===== src/rtl/dac_stream_ctrl.sv =====
// dac_stream_ctrl
//   Sample-pacing controller for the 10-bit parallel DAC. Sequences DAC
//   power-down/wake-up, issues one sample per programmable period with a
//   DCLKIO strobe, and reports underruns and the issued-sample count.
//
// Ports:
//   Bus2IP_Clk     system clock, all logic on rising edge
//   Bus2IP_Reset   synchronous active-high reset
//   ctrl_enable    run request (level)
//   ctrl_div       sample period minus one; period = max(ctrl_div,3)+1
//   ctrl_format    DAC data format, captured only while OFF
//   clr_underrun   one-cycle pulse clearing stat_underrun
//   s_data/s_valid/s_ready  sample source handshake
//   S_Data, S_DCLKIO, S_PWRDN, S_PinMD, S_ClkMD, S_Format  DAC pins
//   stat_running   high in RUN/DRAIN
//   stat_underrun  sticky underrun flag
//   stat_count     samples issued (wraps)
module dac_stream_ctrl #(
    parameter int unsigned DATA_W      = 10,
    parameter int unsigned DIV_W       = 16,
    parameter int unsigned WAKE_CYCLES = 1000,
    parameter bit          PIN_MD      = 1'b1,
    parameter bit          CLK_MD      = 1'b0
) (
    input  logic              Bus2IP_Clk,
    input  logic              Bus2IP_Reset,
    input  logic              ctrl_enable,
    input  logic [DIV_W-1:0]  ctrl_div,
    input  logic              ctrl_format,
    input  logic              clr_underrun,
    input  logic [DATA_W-1:0] s_data,
    input  logic              s_valid,
    output logic              s_ready,
    output logic [DATA_W-1:0] S_Data,
    output logic              S_DCLKIO,
    output logic              S_PWRDN,
    output logic              S_PinMD,
    output logic              S_ClkMD,
    output logic              S_Format,
    output logic              stat_running,
    output logic              stat_underrun,
    output logic [15:0]       stat_count
);

    localparam int unsigned       WAKE_W    = (WAKE_CYCLES > 1) ? $clog2(WAKE_CYCLES) : 1;
    localparam logic [WAKE_W-1:0] WAKE_LAST = WAKE_W'(WAKE_CYCLES - 1);
    localparam logic [DIV_W-1:0]  DIV_MIN   = DIV_W'(3);

    typedef enum logic [1:0] {
        OFF,
        WAKE,
        RUN,
        DRAIN
    } state_t;

    state_t              state, state_n;
    logic [WAKE_W-1:0]   wake_cnt, wake_n;
    logic [DIV_W-1:0]    cnt, cnt_n;
    logic [DIV_W-1:0]    per_m1, per_n;
    logic [DATA_W-1:0]   hold_data, hold_data_n;
    logic                hold_full, hold_full_n;
    logic [DATA_W-1:0]   data_n;
    logic [15:0]         count_n;
    logic                underrun_n;
    logic                ready_n;
    logic                dclk_n;
    logic                load;
    logic [DIV_W-1:0]    div_clamped;
    logic [DIV_W:0]      half_per;

    assign S_PinMD     = PIN_MD;
    assign S_ClkMD     = CLK_MD;
    assign div_clamped = (ctrl_div < DIV_MIN) ? DIV_MIN : ctrl_div;

    // Outputs are registered from the next-cycle state so that the pins in
    // the cycle where cnt==c already reflect phase c (sample lands with cnt==0).
    always_comb begin
        state_n     = state;
        wake_n      = wake_cnt;
        cnt_n       = cnt;
        per_n       = per_m1;
        hold_data_n = hold_data;
        hold_full_n = hold_full;
        data_n      = S_Data;
        count_n     = stat_count;
        underrun_n  = stat_underrun;
        load        = 1'b0;

        if (clr_underrun)
            underrun_n = 1'b0;

        if (s_valid && s_ready) begin
            hold_data_n = s_data;
            hold_full_n = 1'b1;
        end

        case (state)
            OFF: begin
                wake_n = '0;
                if (ctrl_enable)
                    state_n = WAKE;
            end
            WAKE: begin
                if (!ctrl_enable) begin
                    state_n = OFF;
                end else if (wake_cnt == WAKE_LAST) begin
                    state_n = RUN;
                    cnt_n   = '0;
                    per_n   = div_clamped;
                    load    = 1'b1;
                end else begin
                    wake_n = wake_cnt + 1'b1;
                end
            end
            RUN: begin
                if (cnt == per_m1) begin
                    cnt_n = '0;
                    per_n = div_clamped;
                    // Disable landing exactly on the wrap ends the period here.
                    if (!ctrl_enable)
                        state_n = OFF;
                    else
                        load = 1'b1;
                end else begin
                    cnt_n = cnt + 1'b1;
                    if (!ctrl_enable)
                        state_n = DRAIN;
                end
            end
            DRAIN: begin
                if (cnt == per_m1)
                    state_n = OFF;
                else
                    cnt_n = cnt + 1'b1;
            end
            default: state_n = OFF;
        endcase

        // Underrun set is applied after the clear so set wins.
        if (load) begin
            if (hold_full) begin
                data_n      = hold_data;
                hold_full_n = 1'b0;
                count_n     = stat_count + 16'd1;
            end else begin
                underrun_n = 1'b1;
            end
        end

        if (state_n == OFF || state_n == DRAIN)
            hold_full_n = 1'b0;
        if (state_n == OFF)
            data_n = '0;

        ready_n  = (state_n == WAKE || state_n == RUN) && !hold_full_n;
        half_per = ({1'b0, per_n} + 1'b1) >> 1;
        dclk_n   = (state_n == RUN || state_n == DRAIN) && (cnt_n != '0)
                   && ({1'b0, cnt_n} <= half_per);
    end

    always_ff @(posedge Bus2IP_Clk) begin
        if (Bus2IP_Reset) begin
            state         <= OFF;
            wake_cnt      <= '0;
            cnt           <= '0;
            per_m1        <= DIV_MIN;
            hold_data     <= '0;
            hold_full     <= 1'b0;
            S_Data        <= '0;
            S_DCLKIO      <= 1'b0;
            S_PWRDN       <= 1'b1;
            S_Format      <= 1'b0;
            s_ready       <= 1'b0;
            stat_running  <= 1'b0;
            stat_underrun <= 1'b0;
            stat_count    <= '0;
        end else begin
            state         <= state_n;
            wake_cnt      <= wake_n;
            cnt           <= cnt_n;
            per_m1        <= per_n;
            hold_data     <= hold_data_n;
            hold_full     <= hold_full_n;
            S_Data        <= data_n;
            S_DCLKIO      <= dclk_n;
            S_PWRDN       <= (state_n == OFF);
            s_ready       <= ready_n;
            stat_running  <= (state_n == RUN || state_n == DRAIN);
            stat_underrun <= underrun_n;
            stat_count    <= count_n;
            if (state == OFF)
                S_Format <= ctrl_format;
        end
    end

endmodule


===== config.mk =====
export PLATFORM = sky130hd
export DESIGN_NAME = dac_stream_ctrl
export DESIGN_NICKNAME = d
export VERILOG_FILES = /design/src/rtl/dac_stream_ctrl.sv
export SDC_FILE = /design/constraint.sdc
export NUM_CORES = 1
export LEC_CHECK = 0
export CAP_MARGIN = 20
export CORE_MARGIN = 3
export CORE_UTILIZATION = 51
export CTS_CLUSTER_SIZE = 16
export DETAILED_ROUTE_END_ITERATION = 10
export GPL_TIMING_DRIVEN = 0
export PLACE_DENSITY = 0.89
export SLEW_MARGIN = 10
export SYNTH_ARGS = -nofsm -noshare
export SYNTH_HDL_FRONTEND = slang
export SYNTH_SLANG_ARGS = --single-unit

===== constraint.sdc =====
create_clock -name Bus2IP_Clk -period 3.95 [get_ports Bus2IP_Clk]
set_clock_uncertainty 0.2 [all_clocks]
set_input_delay 0.395 -clock Bus2IP_Clk [delete_from_list [all_inputs] [get_ports Bus2IP_Clk]]
set_output_delay 0.395 -clock Bus2IP_Clk [all_outputs]
set_load 0.02 [all_outputs]

# --- Word-level counts from Yosys, hierarchy flattened ---
# Index checks and enable logic that the tools add are counted.
classes:
  mux: 33
  n_eq_ne: 10
  n_reduce_logical: 15
  n_addsub: 4
  order_cmp: 2
ops:
  columns: ["operator", "count"]
  rows:
  - ["16-bit two-way mux", 8]
  - ["16-bit case mux with 3 select lines", 1]
  - ["16-bit by 1-bit adder with 16-bit output, second input constant", 2]
  - ["16-bit case mux with 2 select lines", 1]
  - ["10-bit two-way mux", 2]
  - ["10-bit case mux with 2 select lines", 1]
  - ["16-bit by 1-bit adder with 17-bit output, second input constant", 1]
  - ["16-bit equality test", 1]
  - ["16-bit <= comparator", 1]
  - ["16-bit by 2-bit less-than comparator with 1-bit output, second input constant", 1]
  - ["16-bit nonzero test", 1]
  - ["2-bit two-way mux", 7]
  - ["1-bit two-way mux", 11]
  - ["10-bit by 1-bit adder with 10-bit output, second input constant", 1]
  - ["10-bit equality test, second input constant", 1]
  - ["2-bit equality test, second input constant", 4]
  - ["2-bit case mux with 4 select lines", 1]
  - ["2-bit by 1-bit equality test with 1-bit output, second input constant", 2]
  - ["1-bit logical AND", 4]
  - ["2-bit zero test", 2]
  - ["2-bit != test, second input constant", 2]
  - ["1-bit logical OR", 3]
  - ["3-bit AND reduction", 1]
  - ["1-bit case mux with 2 select lines", 1]
  - ["other kinds (4)", 4]
totals:
  wordCells: 78
  inputBits: 32
  out_inout_bits: 34
  register_bits: 87

# --- Logic depth before layout (Yosys ltp) ---
# Gate-level depths: netlist of run 1.
logic_depth:
  ltp_word: 9
  mapped_depth: 25
  depth_no_buf: 21

# --- Least setup slack after synthesis of run 1 ---
# OpenSTA, ideal clock, no wires.
synth_path:
  path_type: "flip-flop to flip-flop"
  startpoint: "reg cnt[3]"
  endpoint: "reg S_DCLKIO"
  t_required_ns: 3.691
  setup_ns: 0.059
  arrival_ns: 3.916
  period_less_slack_ns: 4.175
  setup_slack_ns: -0.225
  stages_incl_launch_ff: 20
  n_path_buf: 3
  path_cell_list: "dfxtp_1 -> xnor2_1 -> nand4_1 -> or4_4 -> buf_6 -> buf_6 -> o31ai_4 -> buf_4 -> a22oi_1 -> nor2_2 -> nand4_2 -> nor4_1 -> xor2_1 -> ha_1 -> a21o_1 -> a21o_1 -> a21oi_1 -> o21ai_0 -> o21ai_0 -> and3_1"
synth_between:
  elab_chain_cells: 7
  word_cells_on_any_way: 20
  classes_between: "2 x add/sub; 1 x order compare; 3 x eq/ne; 10 x mux; 4 x reduce/logical"
synth_rtl:
  columns: ["item", "line", "text"]
  rows:
  - ["start: declaration", "58", "logic [DIV_W-1:0] cnt, cnt_n;"]
  - ["start signal: assignment", "180", "cnt <= cnt_n;"]
  - ["branches (longest 6 deep; another with 16-bit by 1-bit adder with 17-bit output)", null, null]
  - ["1-bit logical AND (*)", "158", "&& ({1'b0, cnt_n} <= half_per);"]
  - ["end signal: assignment", "185", "S_DCLKIO <= dclk_n;"]
  - ["end: declaration", "35", "output logic S_DCLKIO,"]
# Every way passes the cells marked *.
# A chain may end at the register's enable or synchronous reset.

# --- Final worst setup path of run 1 ---
layout_path:
  startpoint: "reg per_m1[0]"
  endpoint: "reg S_DCLKIO"
layout_between:
  elab_chain_cells: 7
  word_cells_on_any_way: 19
  classes_between: "1 x add/sub; 1 x order compare; 3 x eq/ne; 10 x mux; 4 x reduce/logical"
layout_rtl:
  columns: ["item", "line", "text"]
  rows:
  - ["start: declaration", "59", "logic [DIV_W-1:0] per_m1, per_n;"]
  - ["start signal: assignment", "181", "per_m1 <= per_n;"]
  - ["branches (longest 6 deep; another with 16-bit by 1-bit adder with 17-bit output)", null, null]
  - ["1-bit logical AND (*)", "158", null]
# Marked as above.

==> results of run 1 <==
==> state kept, by name, indices dropped and copies added (netlist names) <==
register and flops:
per_m1 16, S_PWRDN 1, s_ready 1, wake_cnt 10, cnt 16, S_DCLKIO 1
stat_running 1, stat_underrun 1, S_Data 10, S_Format 1, hold_full 1, hold_data 10
stat_count 16, state 2
==> placed cells by master (no fill, tap or decap), types with 20 or more instances in the layout <==
cell,netlist,routed
dfxtp_1,87,58
xor2_1,22,22
nand4_1,20,20
nor2_1,61,59
ha_1,28,23
nand2_1,79,78
a21oi_1,49,44
inv_1,21,21
buf_4,3,38
dfxtp_2,0,27
clkdlybuf4s50_1,0,61
==> power groups by stage <==
stage | Clock, mW | Combinational [mW] | Sequential (mW)
final | 0.718 | 0.246 | 0.897
after global routing | 0.747 | 0.264 | 0.899
after CTS | 0.716 | 0.208 | 0.897
after detailed placement | 0 | 0.194 | 0.917
after global placement | 0 | 0.189 | 0.916
after floorplan | 0 | 0.116 | 0.918
==> area by class of cell <==
cell class                 instances  area (um2)
multi-input combinational        493        3480
fill                             694        2690
sequential                        87        1780
timing repair buffer              97         897
buffer                            31         196
tap                              129         161
clock buffer                       9         124
clock inverter                     6        91.3
inverter                          21        78.8
==> critical path: cells and delay by family (launching register included) <==
kind / cells / cell delay, ns
AO/OA/AOI/OAI: 11 / 1.95
AND/OR/NAND/NOR: 4 / 1.13
flip-flops: 1 / 0.37
XOR/XNOR: 2 / 0.35
adder cells (fa/ha/maj): 1 / 0.35
buffers and inverters: 1 / 0.21
==> Yosys cell counts (7+ instances only) <==
cell / count
dfxtp_1: 87
nand2_1: 79
nor2_1: 61
a21oi_1: 49
ha_1: 28
xnor2_1: 25
clkbuf_1: 23
o21ai_0: 23
nand3_1: 22
xor2_1: 22
inv_1: 21
nand4_1: 20
nor2b_1: 15
a22oi_1: 14
and3_1: 10
nor3_1: 9
a21o_1: 8
a31oi_1: 7
and2_1: 7
nor4_1: 7
==> routing by layer <==
layer  vias up  track usage
met2       332        0.473
met4         0        0.128
met5         -            0
met1      2610        0.326
met3       103       0.0759
li1       2455            -
==> through the flow <==
stage,std cells,utilization
3_3_place_gp,825,0.628
6_report,873,0.717
3_5_place_dp,825,0.628
4_1_cts,855,0.683
5_1_grt,873,0.717
2_1_floorplan,635,-
==> path summary, 6_finish.rpt <==
kind / startpoint / endpoint / slack, ns / cells after the start
min: ctrl_enable / wake_cnt[2] / 0.17 / 3
min reg2reg: hold_data[6] / S_Data[6] / 0.25 / 2
max: per_m1[0] / S_DCLKIO / -0.69 / 19
max reg2reg: per_m1[0] / S_DCLKIO / -0.69 / 19
==> cells by family after synthesis <==
kind of cell,share of synthesized area
other cells,0.00146
simple gates,0.271
xor+xnor,0.0834
mux,0.00804
flops,0.339
compound gates,0.177
fa+ha+maj,0.0682
buf+inv,0.0517
==> repair_timing <==
action | in CTS | in global routing
resized for setup | 54 | 43
setup buffers | 17 | 19
hold buffers | 0 | 0
pin swaps | 24 | 38
endpoints found under the setup margin | 1 | 1
==> summary.txt, run 1 <==
Status - finished with violations
Failing checks - negative setup slack
Net Count, Synth - 695
Sw Pwr - 0.512 mW
CTS tree - done
Max Cap Viol - 0
Worst path most repeated cell - o21a_1
Dpl hpwl - 10,900 um
Worst-path cell chain - xnor2_2 -> nand4_1 -> or4_4 -> o21ai_4 -> buf_4 -> a21oi_1 -> o31ai_1 -> nand2_1 -> xnor2_1 -> ha_1 -> a21oi_2 -> o22ai_1 -> o21a_1 -> o21a_1 -> o21ai_1 -> a21boi_1 -> o21a_1 -> o21ai_1 -> and3_1
Synth async-reset ratio - 0
Global-route wire length before repair - 25,400 um
Detailed-route via count - 5,500
Top Ports - 66
Avg Synthesized Cell Area - 8.08 um2
CTS Root Cell - clkbuf_8
Clock transition at path regs - 0.10 ns
Final Hold Slack - 0.172 ns
Worst setup EP type - flip-flop
Main synth FF type - dfxtp_1
Relative slew slack - 0.398
Placed Area - 5970 um2
Htree depth - 3
Clk pwr share - 0.386
CP required - 4.07 ns
Die Wd - 106 um
Worst skew pair latency - 0.38 ns
Slowest-stage cell, CP - or4_4
Avg WL per Cell - 19.9 um
Max stage delay on crit path - 0.66 ns
Fin nets - 800
Tot Pwr - 1.86 mW
Area growth syn-to-layout - 32.8%
Chip height - 106 um
Main area contributors after synthesis - dfxtp_1, ha_1, nand2_1, a21oi_1, nor2_1
CP Launch Type - flip-flop
Yosys Warn Count - 0
IO buf count - 61
GR Util All Layers - 0.278
RSZ-0062 raised after global routing - true
CTS max path bufs - 2
Die ar. - 11,300 um2
Post-Syn Area - 5130 um2
Row count - 35
Final min period - 4.64 ns
Post-DRT Antenna Nets - 0
Max-slew violations - 0
Worst setup margin - -0.690 ns
Sequential fraction of the synthesis area - 0.339
Final period utilization - 1.17
Clock sink total - 87
Worst hold-check path type - input pin to flip-flop
DR WL met3 - 1670 um
Gr ovfl total - 0
Worst Tran Pin Value - 0.902 ns
Crit path max fanout - 10
Combinational power share - 0.132
Post-synth top area share - 0.339
TritonCTS Buffers - 9
Largest net degree at the start of global routing - 16
Starting Density - 0.540
Cells after Synth - 635
P_int - 1.35 mW
Final hold viol count - 0
Wire length on met2 - 8260 um
Worst vdd rail ir drop - 0.193 mV
Post-synth top area cell - dfxtp_1
Residual DRC - 0
Final setup viols - 1
EDFF count, synth - 0
Worst setup path class - flip-flop to flip-flop
Final wirelength - 17,400 um
Via-to-Cell Ratio - 6.30
Ratio of cells with drive above 1 in the final layout - 0.212
ANT cells - 0
Seq cells post-synth - 87
GPL Wtd Cong - 0.951
Drt initial violations - 588
Setup TNS - -0.690 ns
Vias in the first global route - 5,222
CP Data Arrival Time - 4.76 ns
Initial antenna violation count - 0
Met1 Wirelength - 6550 um
Seq pwr share - 0.482
First-pass DRT Iterations - 5
Switching Share - 0.275
Final instance area - 6820 um2
P_leak - 2.56 nW
Max layer used - met4
Max Clk Rate - 216 MHz
Synth cell types - 67
Pre-CTS setup slack - -0.937 ns
PwrDens - 273 nW/um2
Core ar. - 9500 um2
Power figures use the tool's default switching activity.
==> inputs of run 2 (changes only) <==
--- a/config.mk
+++ b/config.mk
@@ -5,7 +5,6 @@
 export SDC_FILE = /design/constraint.sdc
 export NUM_CORES = 1
 export LEC_CHECK = 0
-export CAP_MARGIN = 20
 export CORE_MARGIN = 3
 export CORE_UTILIZATION = 51
 export CTS_CLUSTER_SIZE = 16
==> results of run 2 <==
No change in the layout: final DEF, timing and power equal those of run 1.
==> RTL edit, RTL diff (flow settings as in run 1) <==
Set the parameter `WAKE_CYCLES` to 4000 (it was 1000).
--- a/src/rtl/dac_stream_ctrl.sv
+++ b/src/rtl/dac_stream_ctrl.sv
@@ -18,7 +18,7 @@
 module dac_stream_ctrl #(
     parameter int unsigned DATA_W      = 10,
     parameter int unsigned DIV_W       = 16,
-    parameter int unsigned WAKE_CYCLES = 1000,
+    parameter int unsigned WAKE_CYCLES = 4000,
     parameter bit          PIN_MD      = 1'b1,
     parameter bit          CLK_MD      = 1'b0
 ) (
Check against the original RTL: same outputs for any inputs over 10 cycles, from zero or initial values and one cycle with Bus2IP_Reset high; that may be too few to reach the edited logic, so the function may still have changed.
==> RTL edit against run 1 <==
- the run still ends with negative setup slack left
- setup slack better by 0.098 ns
- sequential cell count grew 2
- total power fell by 6.0%
- final cell count increased by 1.7%
- synthesized area increased by 0.32%
- routed wire length decreased by 6.6%
- design area shrank 1.4%
- maximum frequency increased by 2.2%
- critical endpoint unchanged
==> RTL edit: results (changes against run 1) <==
[final_layout]
finalNonFillerCells=888  ; was 873
finalInstanceArea_um2=6720  ; was 6820 um2
fill_cells=730  ; was 694
fin_nets=810  ; was 800
drive_gt1_frac=0.191  ; was 0.212

[global_routing]
grt_pass1_vias=5117  ; was 5,222
grt_usage=0.286  ; was 0.278
grt_pass1_wl_um=25900  ; was 25,400 um

[timing]
fin_hold_ws_ns=0.251  ; was 0.172 ns
fin_tns_setup_ns=-0.592  ; was -0.690 ns
tightest_slew_ns=0.754  ; was 0.902 ns
setup_slack_ns=-0.592  ; was -0.690 ns
finalSetupViolations=1  ; unchanged

[routing]
drt_wl_total_um=16300  ; was 17,400 um
via_count=5392  ; was 5,500

[status]
status=finished with violations  ; unchanged
violations=negative setup slack  ; unchanged

[placed_design]
dp.cells=843  ; was 825
gp_congestion=0.963  ; was 0.951
place_area_um2=6010  ; was 5970 um2
portBuffers=61  ; unchanged
hpwlAfterDp_um=11600  ; was 10,900 um

[critical_path]
cp_top_family=compound AO/OA/AOI/OAI gates  ; unchanged
worst-r2r-cell-count=21  ; was 19
critPathSlowestCell=dfxtp_4  ; was or4_4
cp_data_arrival_time_ns=4.67  ; was 4.76 ns
slowest_delay_ns=0.37  ; was 0.66 ns
startpoint=cnt[11]$_SDFF_PP0_  ; was per_m1[0]$_SDFF_PP1_

[clock_tree]
h-tree-depth=3  ; unchanged
cts-resized-gates=66  ; was 54
post-cts-setup-buffers=29  ; was 17
cts_buffers=9  ; unchanged
clock_latency_ns=0.38  ; about the same

[synth]
synthMuxAreaShare=0.00583  ; was 0.00804
synth_ff_type=dfxtp_1  ; unchanged
synth_top_family_by_area=simple AND/OR/NAND/NOR gates  ; unchanged
ys_warn_count=0  ; unchanged
yosysSeqAreaShare=0.346  ; was 0.339
synthTopCellsByCount=dfxtp_1 (89), nand2_1 (85), nor2_1 (82)  ; was dfxtp_1 (87), nand2_1 (79), nor2_1 (61)
synth-xor-area-share=0.0811  ; was 0.0834
synth_fa_ha_area_frac=0.0680  ; was 0.0682
synth_cells=649  ; was 635
syn-num-nets=709  ; was 695
synth_compound_gate_area_share=0.177  ; about the same
ys_types=61  ; was 67
synth.area.top_cells=dfxtp_1 (35%), ha_1 (6.8%), nand2_1 (6.2%), nor2_1 (6.0%), a21oi_1 (4.6%)  ; was dfxtp_1 (34%), ha_1 (6.8%), nand2_1 (5.8%), a21oi_1 (4.8%), nor2_1 (4.5%)

[power]
p_leak_nw=2.48  ; was 2.56 nW
sw_frac_of_total=0.286  ; was 0.275
vdd_drop_max_uv=164  ; was 193 uV

[hold_path]
hold_path_depth=2  ; was 3
holdPathEnd=S_Data[1]$_SDFFE_PP0P_  ; was wake_cnt[2]$_SDFFE_PP0P_
hp-start=S_Data[1]$_SDFFE_PP0P_  ; was ctrl_enable

## RTL edit: routing by layer
metal	vias to the layer above	part of all wire	global-route usage
li1	2490	-	-
met4	0	0.039	0.133
met1	2567	0.40	0.349
met2	278	0.48	0.481
met3	57	0.078	0.0631
met5	-	0	0
## RTL edit: power by group through the flow
stage / clock, W / combinational (W) / sequential [W]
3_3_place_gp: 0 / 0.000203 / 0.000937
2_1_floorplan: 0 / 0.000130 / 0.000939
3_5_place_dp: 0 / 0.000210 / 0.000938
6_report: 0.000587 / 0.000251 / 0.000913
5_1_grt: 0.000622 / 0.000267 / 0.000914
4_1_cts: 0.000585 / 0.000240 / 0.000912
## RTL edit: cell type report
cell class / count / area share
Multi-Input combinational cell: 504 / 0.514
Sequential cell: 89 / 0.273
Timing Repair Buffer: 91 / 0.124
Tap cell: 133 / 0.0248
Buffer: 28 / 0.0235
Clock buffer: 10 / 0.0190
Inverter: 27 / 0.0151
Clock inverter: 6 / 0.00652
